File: src/rtl/mem_controller.sv
`default_nettype none
// ============================================================================
//  Module   : mem_controller
//  Purpose  : Dual-bank operand buffer. Lockstep burst writes into banks A/B
//             and two independent registered read ports for the MAC.
//  Revision : 1.0 - initial release
// ============================================================================
module mem_controller #(
    parameter int DATA_WIDTH  = 8,
    parameter int VETOR_WIDTH = 4,
    localparam int DEPTH      = VETOR_WIDTH * DATA_WIDTH,
    localparam int ADDR_WIDTH = $clog2(DEPTH)
) (
    input  logic                  clk,
    input  logic                  rst_n,
    input  logic                  start,
    input  logic                  in_valid,
    input  logic [DATA_WIDTH-1:0] data_a,
    input  logic [DATA_WIDTH-1:0] data_b,
    output logic                  busy,
    output logic                  done,
    input  logic                  rd_en_a,
    input  logic [ADDR_WIDTH-1:0] rd_addr_a,
    output logic [DATA_WIDTH-1:0] dout_a,
    input  logic                  rd_en_b,
    input  logic [ADDR_WIDTH-1:0] rd_addr_b,
    output logic [DATA_WIDTH-1:0] dout_b
);

    typedef enum logic [0:0] {
        S_IDLE  = 1'b0,
        S_WRITE = 1'b1
    } state_t;

    localparam logic [ADDR_WIDTH-1:0] C_LAST = ADDR_WIDTH'(DEPTH - 1);

    state_t                  state_q, state_d;
    logic [ADDR_WIDTH-1:0]   wr_ptr_q, wr_ptr_d;
    logic                    busy_q, busy_d;
    logic                    done_q, done_d;
    logic [DATA_WIDTH-1:0]   dout_a_q, dout_a_d;
    logic [DATA_WIDTH-1:0]   dout_b_q, dout_b_d;
    logic [DATA_WIDTH-1:0]   bank_a_q [DEPTH];
    logic [DATA_WIDTH-1:0]   bank_b_q [DEPTH];
    logic                    w_write;

    // A start with in_valid already high writes word 0 on the same edge.
    assign w_write = in_valid && ((state_q == S_WRITE) || start);

    always_comb begin
        state_d  = state_q;
        wr_ptr_d = wr_ptr_q;
        busy_d   = busy_q;
        done_d   = 1'b0;
        dout_a_d = dout_a_q;
        dout_b_d = dout_b_q;

        if (w_write && (wr_ptr_q == C_LAST)) begin
            state_d  = S_IDLE;
            wr_ptr_d = '0;
            busy_d   = 1'b0;
            done_d   = 1'b1;
        end else if (w_write) begin
            state_d  = S_WRITE;
            wr_ptr_d = wr_ptr_q + ADDR_WIDTH'(1);
            busy_d   = 1'b1;
        end else if ((state_q == S_IDLE) && start) begin
            state_d  = S_WRITE;
            busy_d   = 1'b1;
        end

        // Reads see the pre-edge bank contents, giving read-first collisions.
        if (rd_en_a) dout_a_d = bank_a_q[rd_addr_a];
        if (rd_en_b) dout_b_d = bank_b_q[rd_addr_b];
    end

    always_ff @(posedge clk or posedge rst_n) begin
        if (rst_n) begin
            state_q  <= S_IDLE;
            wr_ptr_q <= '0;
            busy_q   <= 1'b0;
            done_q   <= 1'b0;
            dout_a_q <= '0;
            dout_b_q <= '0;
            for (int i = 0; i < DEPTH; i++) begin
                bank_a_q[i] <= '0;
                bank_b_q[i] <= '0;
            end
        end else begin
            state_q  <= state_d;
            wr_ptr_q <= wr_ptr_d;
            busy_q   <= busy_d;
            done_q   <= done_d;
            dout_a_q <= dout_a_d;
            dout_b_q <= dout_b_d;
            if (w_write) begin
                bank_a_q[wr_ptr_q] <= data_a;
                bank_b_q[wr_ptr_q] <= data_b;
            end
        end
    end

    assign busy   = busy_q;
    assign done   = done_q;
    assign dout_a = dout_a_q;
    assign dout_b = dout_b_q;

endmodule
`default_nettype wire

File: config.mk
export PLATFORM = sky130hd
export DESIGN_NAME = mem_controller
export DESIGN_NICKNAME = d
export VERILOG_FILES = /design/src/rtl/mem_controller.sv
export SDC_FILE = /design/constraint.sdc
export NUM_CORES = 1
export LEC_CHECK = 0
export ABC_CLOCK_PERIOD_IN_PS = 15300
export CORE_MARGIN = 2
export CORE_UTILIZATION = 35
export CTS_CLUSTER_DIAMETER = 200
export DETAILED_ROUTE_END_ITERATION = 7
export GPL_ROUTABILITY_DRIVEN = 0
export PLACE_DENSITY_LB_ADDON = 0.05
export SLEW_MARGIN = 15
export SYNTH_ARGS = -nofsm -noshare
export SYNTH_HDL_FRONTEND = slang
export SYNTH_SLANG_ARGS = --single-unit
File: constraint.sdc
create_clock -name clk -period 15.3 [get_ports clk]
set_input_delay 1.53 -clock clk [delete_from_list [all_inputs] [get_ports clk]]
set_output_delay 1.53 -clock clk [all_outputs]
set_load 0.1 [all_outputs]
==> results of run 1 <==
-- state kept, by name (all words and copies together), names as in the netlist --
name and count:
bank_a_q 256, bank_b_q 256, busy 1, done 1, dout_a 8, dout_b 8
wr_ptr_q 5
-- cell families (layout without fill, tap and decap cells) --
family                     Yosys count  count (layout)  synth area share [%]
AOI/OAI and AO/OA                  200             200                 5.288
adders and majority gates            5               5                0.2504
buffers and inverters              158             198                 3.555
DFF                                535             535                 53.58
muxes                              785             785                 34.09
and+or+nand+nor                     96              96                 3.235
-- stage by stage --
| stage | utilization, % | hold slack [ns] | total power (µW) | instances |
|---|---|---|---|---|
| floorplan | - | 0.4574 | 3205 | 1779 |
| global placement | 37.05 | 0.4662 | 3464 | 2647 |
| detailed placement | 37.05 | 0.4743 | 3513 | 2647 |
| CTS | 40.11 | 0.4875 | 5099 | 2758 |
| global route | 40.13 | 0.5055 | 5326 | 2759 |
| finish | 40.13 | 0.4849 | 5025 | 2759 |
-- routing by layer --
metal | part of all wire (%) | vias up | GRT usage, % | routed length (µm)
met5 | 0 | - | 0 | 0
met4 | 2.0 | 0 | 4.598 | 1348
met3 | 2.7 | 80 | 2.238 | 1816
met2 | 48 | 189 | 31.55 | 33030
met1 | 47 | 7753 | 25.84 | 32260
li1 | - | 6498 | - | -
-- cells in the final DEF, fill, tap and decap left out, types with 7 or more instances in the layout --
master,Yosys,routed
clkbuf_1,66,8
mux2_2,494,494
bufinv_16,0,8
clkdlybuf4s50_1,0,45
mux2_1,35,35
nor4_1,16,16
a21oi_1,66,66
buf_4,53,32
nor2_4,13,13
nand2_2,7,7
clkbuf_16,0,61
mux2i_1,256,256
a22oi_1,128,128
clkbuf_8,0,21
dfrtp_1,535,535
clkinv_2,0,12
-- worst max-delay path by stage --
stage / startpoint / endpoint / slack [ns]
6_report: rd_addr_a[0] / dout_a[4]$_DFFE_PP0P_ / 11.25
5_1_grt: rd_addr_a[0] / dout_a[4]$_DFFE_PP0P_ / 11.10
4_1_cts: rd_addr_a[0] / dout_a[4]$_DFFE_PP0P_ / 11.21
3_5_place_dp: rd_addr_a[0] / dout_a[4]$_DFFE_PP0P_ / 10.55
3_3_place_gp: rd_addr_a[0] / dout_a[4]$_DFFE_PP0P_ / 10.60
2_1_floorplan: rst_n / bank_a_q[0]$_DFFE_PP0P_ / 6.50
-- layout make-up --
cell class                 instances  share of cell area [%]
multi-input combinational       1086                   37.97
sequential                       535                   47.39
clock buffer                      90                   6.533
timing repair buffer              84                   2.799
clock inverter                    21                   1.090
inverter                           3                 0.05315
tap                              940                   4.163
-- synthesized netlist by cell type, drive strengths merged --
library cell | number | area share [%]
a21oi | 66 | 1.3
a22oi | 128 | 3.8
and2 | 5 | 0.13
and3 | 2 | 0.050
buf | 89 | 2.5
clkbuf | 66 | 0.99
dfrtp | 535 | 54
ha | 5 | 0.25
inv | 3 | 0.045
mux2 | 529 | 24
mux2i | 256 | 10
nand2 | 16 | 0.44
nand2b | 7 | 0.21
nand3 | 7 | 0.28
nand3b | 3 | 0.11
nand4 | 2 | 0.17
nor2 | 26 | 1.1
nor2b | 5 | 0.16
nor3 | 3 | 0.13
nor4 | 16 | 0.40
o21ai | 6 | 0.12
or2 | 4 | 0.11
-- report_power, final --
part | switching [µW] | total [µW] | internal, µW
Combinational | 574 | 1220 | 645
Clock | 598 | 1560 | 961
Sequential | 278 | 2250 | 1970
Total | 1450 | 5020 | 3570
==> flow_metrics.env, run 1 <==
export IMPL_syn_to_final_growth_pct=13.06
export IMPL_cp_arrival_ns=4.55
export IMPL_ys_ff_latch=535
export IMPL_grt_pass1_vias=15380
export IMPL_syn_area_um2=24990
export IMPL_worst_setup_path_start_kind="primary input"
export IMPL_drive_above_1_share_pct=37.82
export IMPL_critPathKind="primary input to flop"
export IMPL_ff2ff_setup_slack_ns=12.55
export IMPL_cts_clk_slew_worst_paths_ns=0.06
export IMPL_critPathRequiredTime_ns=15.80
export IMPL_hold_depth=1
export IMPL_seqCellArea_um2=13390
export IMPL_multi_input_area_um2=10730
export IMPL_min_from="bank_a_q[89]$_DFFE_PP0P_"
export IMPL_rsz0062_at_grt="no"
export IMPL_fin_nets=1808
export IMPL_syn_num_nets=1816
export IMPL_final_min_clock_period_ns=4.049
export IMPL_grt_max_degree=183
export IMPL_die_area_um2=73550
export IMPL_drc_errors=0
export IMPL_rr_worst_depth=6
export IMPL_leakagePower_uw=0.01321
export IMPL_slew_violations=0
export IMPL_powerDensity_nw_per_um2=177.9
export IMPL_drt_iter0_drc=838
export IMPL_dpl_instance_area_um2=26080
export IMPL_cts_made_buffers=61
export IMPL_cts_sinks=535
export IMPL_insertion_delay_ns=0.62
export IMPL_worstPathMaxFanout=61
export IMPL_antenna_left=0
export IMPL_critPathTopFamily="buffers and inverters"
export IMPL_synthCells=1779
export IMPL_hold_class="flop to flop"
export IMPL_relSlewSlack_pct=24.09
export IMPL_htreeDepth=2
export IMPL_grt_usage_pct=18.76
export IMPL_finClkSkew_ns=0.008559
export IMPL_max_freq_mhz=247.0
export IMPL_post_cts_buffers=0
export IMPL_via_count=14520
export IMPL_timing_rr_start="busy$_DFFE_PP0P_"
export IMPL_yosysWarnings=0
export IMPL_fin_setup_tns_ns=0
export IMPL_die_h_um=271.2
export IMPL_synth_area_per_cell_um2=14.05
export IMPL_grt_pass1_wl_mm=104.1
export IMPL_max_slew_worst_pin_slew_ns=1.139
export IMPL_row_count=97
export IMPL_place_ws_ns=10.55
export IMPL_cts_root_buf="clkbuf_16"
export IMPL_vias_per_cell=5.263
export IMPL_clockBufferDepth=3
export IMPL_coreArea_um2=70390
export IMPL_overflow=0
export IMPL_min_to="bank_a_q[89]$_DFFE_PP0P_"
export IMPL_ir_drop_mv=0.1031
export IMPL_port_buffers=49
export IMPL_hpwlAfterDp_mm=40.18
export IMPL_status="finished clean"
export IMPL_seq_area_frac_synth_pct=53.58
export IMPL_layout_setup_ws_ns=11.25
export IMPL_cp_slowest_cell="buf_4"
export IMPL_crit_path_frequent_cell="buf_4"
export IMPL_cts_resized=0
export IMPL_routed_wl_mm=68.46
export IMPL_initial_core_util_pct=35.50
export IMPL_worstSetupEndpointType="flop"
export IMPL_hold_buffers=0
export IMPL_io_pins=50
export IMPL_r2r_end="bank_b_q[103]$_DFFE_PP0P_"
export IMPL_antenna_found_initial=0
export IMPL_wl_per_cell_um=24.81
export IMPL_cts_tree="yes"
export IMPL_crit_cells=8
export IMPL_die_w_um=271.2
export IMPL_cp_buffers_inverters=3
export IMPL_synth_cell_types=42
export IMPL_min_period_over_period_pct=26.46
export IMPL_crit_path_max_incr_delay_ns=0.68
export IMPL_setup_viol=0
export IMPL_nFillCells=6656
export IMPL_antennaDiodeCount=0
export IMPL_first_pass_iters=4
export IMPL_maxCapViolCount=0
export IMPL_worstPathCellList="buf_6 > buf_4 > buf_4 > mux2i_1 > a22oi_1 > a21oi_1 > nor4_1 > mux2_2"
export IMPL_finalHoldViolCount=0
export IMPL_finalInstanceArea_um2=28250
(Power assumes the default switching activity.)
==> run 2, diff against run 1 <==
Settings changed: ABC_CLOCK_PERIOD_IN_PS 15300 to 3500.
Clock period 15.3 ns to 3.5 ns, I/O delays scaled along.
==> flow_metrics.env, run 2 (synthesis gave the netlist of run 1 again) <==
export IMPL_syn_to_final_growth_pct=14.49
export IMPL_critPathRequiredTime_ns=3.15
export IMPL_finClkSkew_ns=0.02532
export IMPL_seqCellArea_um2=13390
export IMPL_finalInstanceArea_um2=28610
export IMPL_routed_wl_mm=68.58
export IMPL_drt_iter0_drc=765
export IMPL_rr_worst_depth=3
export IMPL_fin_nets=1841
export IMPL_post_cts_buffers=0
export IMPL_relSlewSlack_pct=34.31
export IMPL_drive_above_1_share_pct=38.24
export IMPL_layout_setup_ws_ns=0.9722
export IMPL_coreArea_um2=70390
export IMPL_vias_per_cell=5.288
export IMPL_final_min_clock_period_ns=2.528
export IMPL_via_count=14748
export IMPL_hold_buffers=0
export IMPL_final_common_cell="dfrtp_1"
export IMPL_grt_pass1_wl_mm=103.9
export IMPL_place_ws_ns=0.7489
export IMPL_die_h_um=271.2
export IMPL_cts_resized=0
export IMPL_worstPathCellList="clkdlybuf4s50_1"
export IMPL_port_buffers=49
export IMPL_grt_pass1_vias=15496
export IMPL_timing_rr_start="wr_ptr_q[2]$_DFFE_PP0P_"
export IMPL_grt_max_degree=112
export IMPL_reg_top3="bank_a_q: 256 flops, bank_b_q: 256 flops"
export IMPL_r2r_end="bank_a_q[22]$_DFFE_PP0P_"
export IMPL_first_pass_iters=5
export IMPL_htreeDepth=3
export IMPL_min_period_over_period_pct=72.22
export IMPL_critPathKind="flop to output pin"
export IMPL_setup_viol=0
export IMPL_powerDensity_nw_per_um2=767.8
export IMPL_nFillCells=6655
export IMPL_leakagePower_uw=0.01338
export IMPL_rsz0062_at_grt="no"
export IMPL_finalHoldViolCount=0
export IMPL_antenna_found_initial=1
export IMPL_worst_setup_path_start_kind="flop"
export IMPL_cts_tree="yes"
export IMPL_maxCapViolCount=0
export IMPL_drc_errors=0
export IMPL_multi_input_area_um2=10730
export IMPL_crit_path_max_incr_delay_ns=1.17
export IMPL_die_w_um=271.2
export IMPL_cts_clk_slew_worst_paths_ns=0.05
export IMPL_cp_buffers_inverters=1
export IMPL_initial_core_util_pct=35.50
export IMPL_cp_slowest_cell="clkdlybuf4s50_1"
export IMPL_fin_setup_tns_ns=0
export IMPL_final_cell_mix="dfrtp_1, mux2_2, mux2i_1"
export IMPL_cts_made_buffers=66
export IMPL_critPathTopFamily="buffers and inverters"
export IMPL_die_area_um2=73550
export IMPL_cp_arrival_ns=2.18
export IMPL_io_pins=50
export IMPL_max_slew_worst_pin_slew_ns=0.9823
export IMPL_overflow=0
export IMPL_antenna_left=0
export IMPL_cts_root_buf="clkbuf_16"
export IMPL_wl_per_cell_um=24.59
export IMPL_clockBufferDepth=3
export IMPL_status="finished clean"
export IMPL_max_freq_mhz=395.6
export IMPL_slew_violations=0
export IMPL_hold_class="primary input to async pin"
export IMPL_row_count=97
export IMPL_grt_usage_pct=18.87
export IMPL_antennaDiodeCount=0
export IMPL_cts_sinks=535
export IMPL_insertion_delay_ns=0.59
export IMPL_ff2ff_setup_slack_ns=1.02
export IMPL_hpwlAfterDp_mm=42.61
export IMPL_worstSetupEndpointType="output pin"
export IMPL_worstPathMaxFanout=2
export IMPL_dpl_instance_area_um2=26490
export IMPL_ir_drop_mv=0.4438
run 2: cell count changes in the layout (fill, tap and decap cells not counted), sizes merged:
| cell | before | now |
|---|---|---|
| clkbuf | 90 | 104 |
| inv | 2 | 3 |
| bufinv | 8 | 1 |
| clkinvlp | 2 | 1 |
| buf | 39 | 68 |
| clkdlybuf4s50 | 45 | 44 |
| clkinv | 12 | 7 |
run 2: report_power, final:
part / internal, µW / leakage [µW] / switching [µW] / total, µW
Sequential: 8610 / 0.00697 / 1200 / 9810
Combinational: 2870 / 0.00536 / 2620 / 5490
Clock: 4050 / 0.00104 / 2610 / 6670
run 2: routing by layer:
layer | GRT usage [%] | vias to the layer above | share of wire, %
met5 | 0 | - | 0.012
met4 | 6.145 | 2 | 3.1
met3 | 2.972 | 110 | 2.9
met2 | 30.50 | 220 | 47
met1 | 25.96 | 7848 | 47
li1 | - | 6568 | -
run 2: worst max path at each step:
stage / slack [ns] / cells after the start / to / start
floorplan: -4.12 / 1 / bank_a_q[0]$_DFFE_PP0P_ / rst_n
detailed placement: 0.75 / 6 / bank_b_q[248]$_DFFE_PP0P_ / start
finish: 0.97 / 1 / dout_a[2] / dout_a[2]$_DFFE_PP0P_
global route: 0.90 / 1 / dout_b[0] / dout_b[0]$_DFFE_PP0P_
CTS: 0.90 / 1 / dout_a[2] / dout_a[2]$_DFFE_PP0P_
global placement: 0.77 / 6 / bank_a_q[251]$_DFFE_PP0P_ / start
run 2: area by class of cell:
type	instances	area share (%)
Timing Repair Buffer	112	4.155
Clock inverter	9	0.2580
Multi-Input combinational cell	1086	37.49
Inverter	3	0.05248
Tap cell	940	4.111
Clock buffer	104	7.133
Sequential cell	535	46.80
run 2: through the flow:
| stage | power, µW | hold WS, ns | instances | utilization [%] |
|---|---|---|---|---|
| floorplan | 14010 | 0.4407 | 1779 | - |
| global placement | 15260 | 0.4683 | 2676 | 37.64 |
| detailed placement | 15500 | 0.4740 | 2676 | 37.64 |
| CTS | 22300 | 0.1287 | 2789 | 40.64 |
| global route | 23280 | 0.1561 | 2789 | 40.64 |
| finish | 21970 | 0.1539 | 2789 | 40.64 |
==> run 3, diff against run 2 <==
Settings changed: ABC_CLOCK_PERIOD_IN_PS 3500 to 2300.
Clock period 3.5 ns to 2.3 ns, I/O delays scaled along.
==> flow_metrics.env, run 3 (synthesis gave the netlist of run 1 again) <==
export IMPL_status="finished clean"
export IMPL_worst_setup_path_start_kind="flop"
export IMPL_cts_sinks=535
export IMPL_cts_clk_slew_worst_paths_ns=0.06
export IMPL_hpwlAfterDp_mm=44.76
export IMPL_cp_buffers_inverters=1
export IMPL_htreeDepth=2
export IMPL_layout_setup_ws_ns=0.3049
export IMPL_reg_top3="bank_a_q: 256 flops, bank_b_q: 256 flops"
export IMPL_cts_tree="yes"
export IMPL_cp_arrival_ns=2.48
export IMPL_drc_errors=0
export IMPL_fin_nets=1944
export IMPL_grt_pass1_vias=15923
export IMPL_grt_usage_pct=18.79
export IMPL_fin_util_pct=42.35
export IMPL_via_count=14959
export IMPL_slew_violations=0
export IMPL_rsz0062_at_grt="no"
export IMPL_relSlewSlack_pct=47.50
export IMPL_routed_wl_mm=68.59
export IMPL_cts_made_buffers=61
export IMPL_leakagePower_uw=0.01404
export IMPL_worstSetupEndpointType="flop"
export IMPL_ir_drop_mv=0.6034
export IMPL_die_w_um=271.2
export IMPL_initial_core_util_pct=35.50
export IMPL_min_period_over_period_pct=86.74
export IMPL_final_min_clock_period_ns=1.995
export IMPL_cts_resized=0
export IMPL_antennaDiodeCount=0
export IMPL_final_cell_mix="dfrtp_1, mux2_2, mux2i_1"
export IMPL_critPathRequiredTime_ns=2.79
export IMPL_final_common_cell="dfrtp_1"
export IMPL_maxCapViolCount=0
export IMPL_ff2ff_setup_slack_ns=0.30
export IMPL_die_area_um2=73550
export IMPL_antenna_found_initial=0
export IMPL_place_ws_ns=-0.1214
export IMPL_hold_class="primary input to async pin"
export IMPL_port_buffers=49
export IMPL_antenna_left=0
export IMPL_crit_path_max_incr_delay_ns=0.50
export IMPL_rr_worst_depth=5
export IMPL_powerDensity_nw_per_um2=1116
export IMPL_insertion_delay_ns=0.62
export IMPL_first_pass_iters=7
export IMPL_wl_per_cell_um=23.76
export IMPL_critPathTopFamily="simple AND/OR/NAND/NOR gates"
export IMPL_coreArea_um2=70390
export IMPL_grt_pass1_wl_mm=104.2
export IMPL_setup_viol=0
export IMPL_drive_above_1_share_pct=42.58
export IMPL_cp_slowest_cell="dfrtp_1"
export IMPL_r2r_end="bank_a_q[33]$_DFFE_PP0P_"
export IMPL_grt_max_degree=94
export IMPL_finalHoldViolCount=0
export IMPL_io_pins=50
export IMPL_clockBufferDepth=3
export IMPL_vias_per_cell=5.182
export IMPL_worstPathCellList="nand2_1 > or2_0 > nor2_4 > buf_12 > mux2_2"
export IMPL_syn_to_final_growth_pct=19.31
export IMPL_timing_rr_start="wr_ptr_q[3]$_DFFE_PP0P_"
export IMPL_max_slew_worst_pin_slew_ns=0.7875
export IMPL_critPathKind="flop to flop"
export IMPL_finClkSkew_ns=0.01749
export IMPL_cts_root_buf="clkbuf_16"
export IMPL_drt_iter0_drc=743
export IMPL_max_freq_mhz=501.2
export IMPL_post_cts_buffers=0
export IMPL_worstPathMaxFanout=16
export IMPL_fin_setup_tns_ns=0
export IMPL_overflow=0
export IMPL_hold_buffers=0
export IMPL_row_count=97
export IMPL_die_h_um=271.2
[run 3: changes by cell type in the layout (fill, tap and decap cells not counted)]
| cell | delta |
|---|---|
| clkbuf_8 | +3 |
| inv_6 | -1 |
| buf_4 | +81 |
| buf_2 | -3 |
| clkinv_2 | +3 |
| buf_12 | +45 |
| clkdlybuf4s50_1 | -15 |
| clkbuf_16 | -10 |
| clkbuf_1 | -9 |
| clkinvlp_4 | +1 |
| bufinv_16 | +3 |
[run 3: where the power goes]
part | internal, µW | switching, µW
Combinational | 4690 | 4050
Sequential | 13100 | 1810
Clock | 5790 | 3840
[run 3: tightest hold or removal path: stages]
cell and delay [ns]:
clkdlybuf4s50_1 0.44, clkinvlp_4 0.22, buf_4 0.23
[run 3: worst max path at each step]
stage,slack [ns],end,depth (start not counted),start
6_report,0.30,bank_a_q[33]$_DFFE_PP0P_,5,wr_ptr_q[3]$_DFFE_PP0P_
5_1_grt,0.23,bank_b_q[40]$_DFFE_PP0P_,5,wr_ptr_q[3]$_DFFE_PP0P_
4_1_cts,0.29,bank_a_q[33]$_DFFE_PP0P_,5,wr_ptr_q[3]$_DFFE_PP0P_
3_5_place_dp,-0.12,dout_b[0]$_DFFE_PP0P_,9,rd_addr_b[1]
3_3_place_gp,-0.09,dout_a[0]$_DFFE_PP0P_,7,rd_addr_a[1]
2_1_floorplan,-5.20,bank_a_q[0]$_DFFE_PP0P_,1,rst_n
[run 3: routing by layer]
| metal | wire length, µm | track usage (%) | share of wire (%) | vias to the layer above |
|---|---|---|---|---|
| li1 | - | - | - | 6760 |
| met1 | 31720 | 25.49 | 46 | 7905 |
| met2 | 33470 | 31.81 | 49 | 207 |
| met3 | 1903 | 2.388 | 2.8 | 87 |
| met4 | 1491 | 4.873 | 2.2 | 0 |
| met5 | 0 | 0 | 0 | - |
[run 3: cell type report]
cell class	instances	area, µm²
sequential	535	13390
inverter	3	15.01
fill	6573	40580
timing repair buffer	220	2532
clock buffer	88	1798
multi-input combinational	1086	10730
tap	940	1176
clock inverter	15	177.7
[run 3: metrics by stage]
stage / cells / area (µm²) / total power [µW] / hold slack (ns)
after global placement: 2784 / 27840 / 23600 / 0.4666
after global routing: 2887 / 29810 / 35230 / 0.1799
after CTS: 2887 / 29810 / 33750 / 0.1617
after floorplan: 1779 / 24990 / 21320 / 0.3207
after detailed placement: 2784 / 27840 / 23970 / 0.4740
final: 2887 / 29810 / 33270 / 0.1713
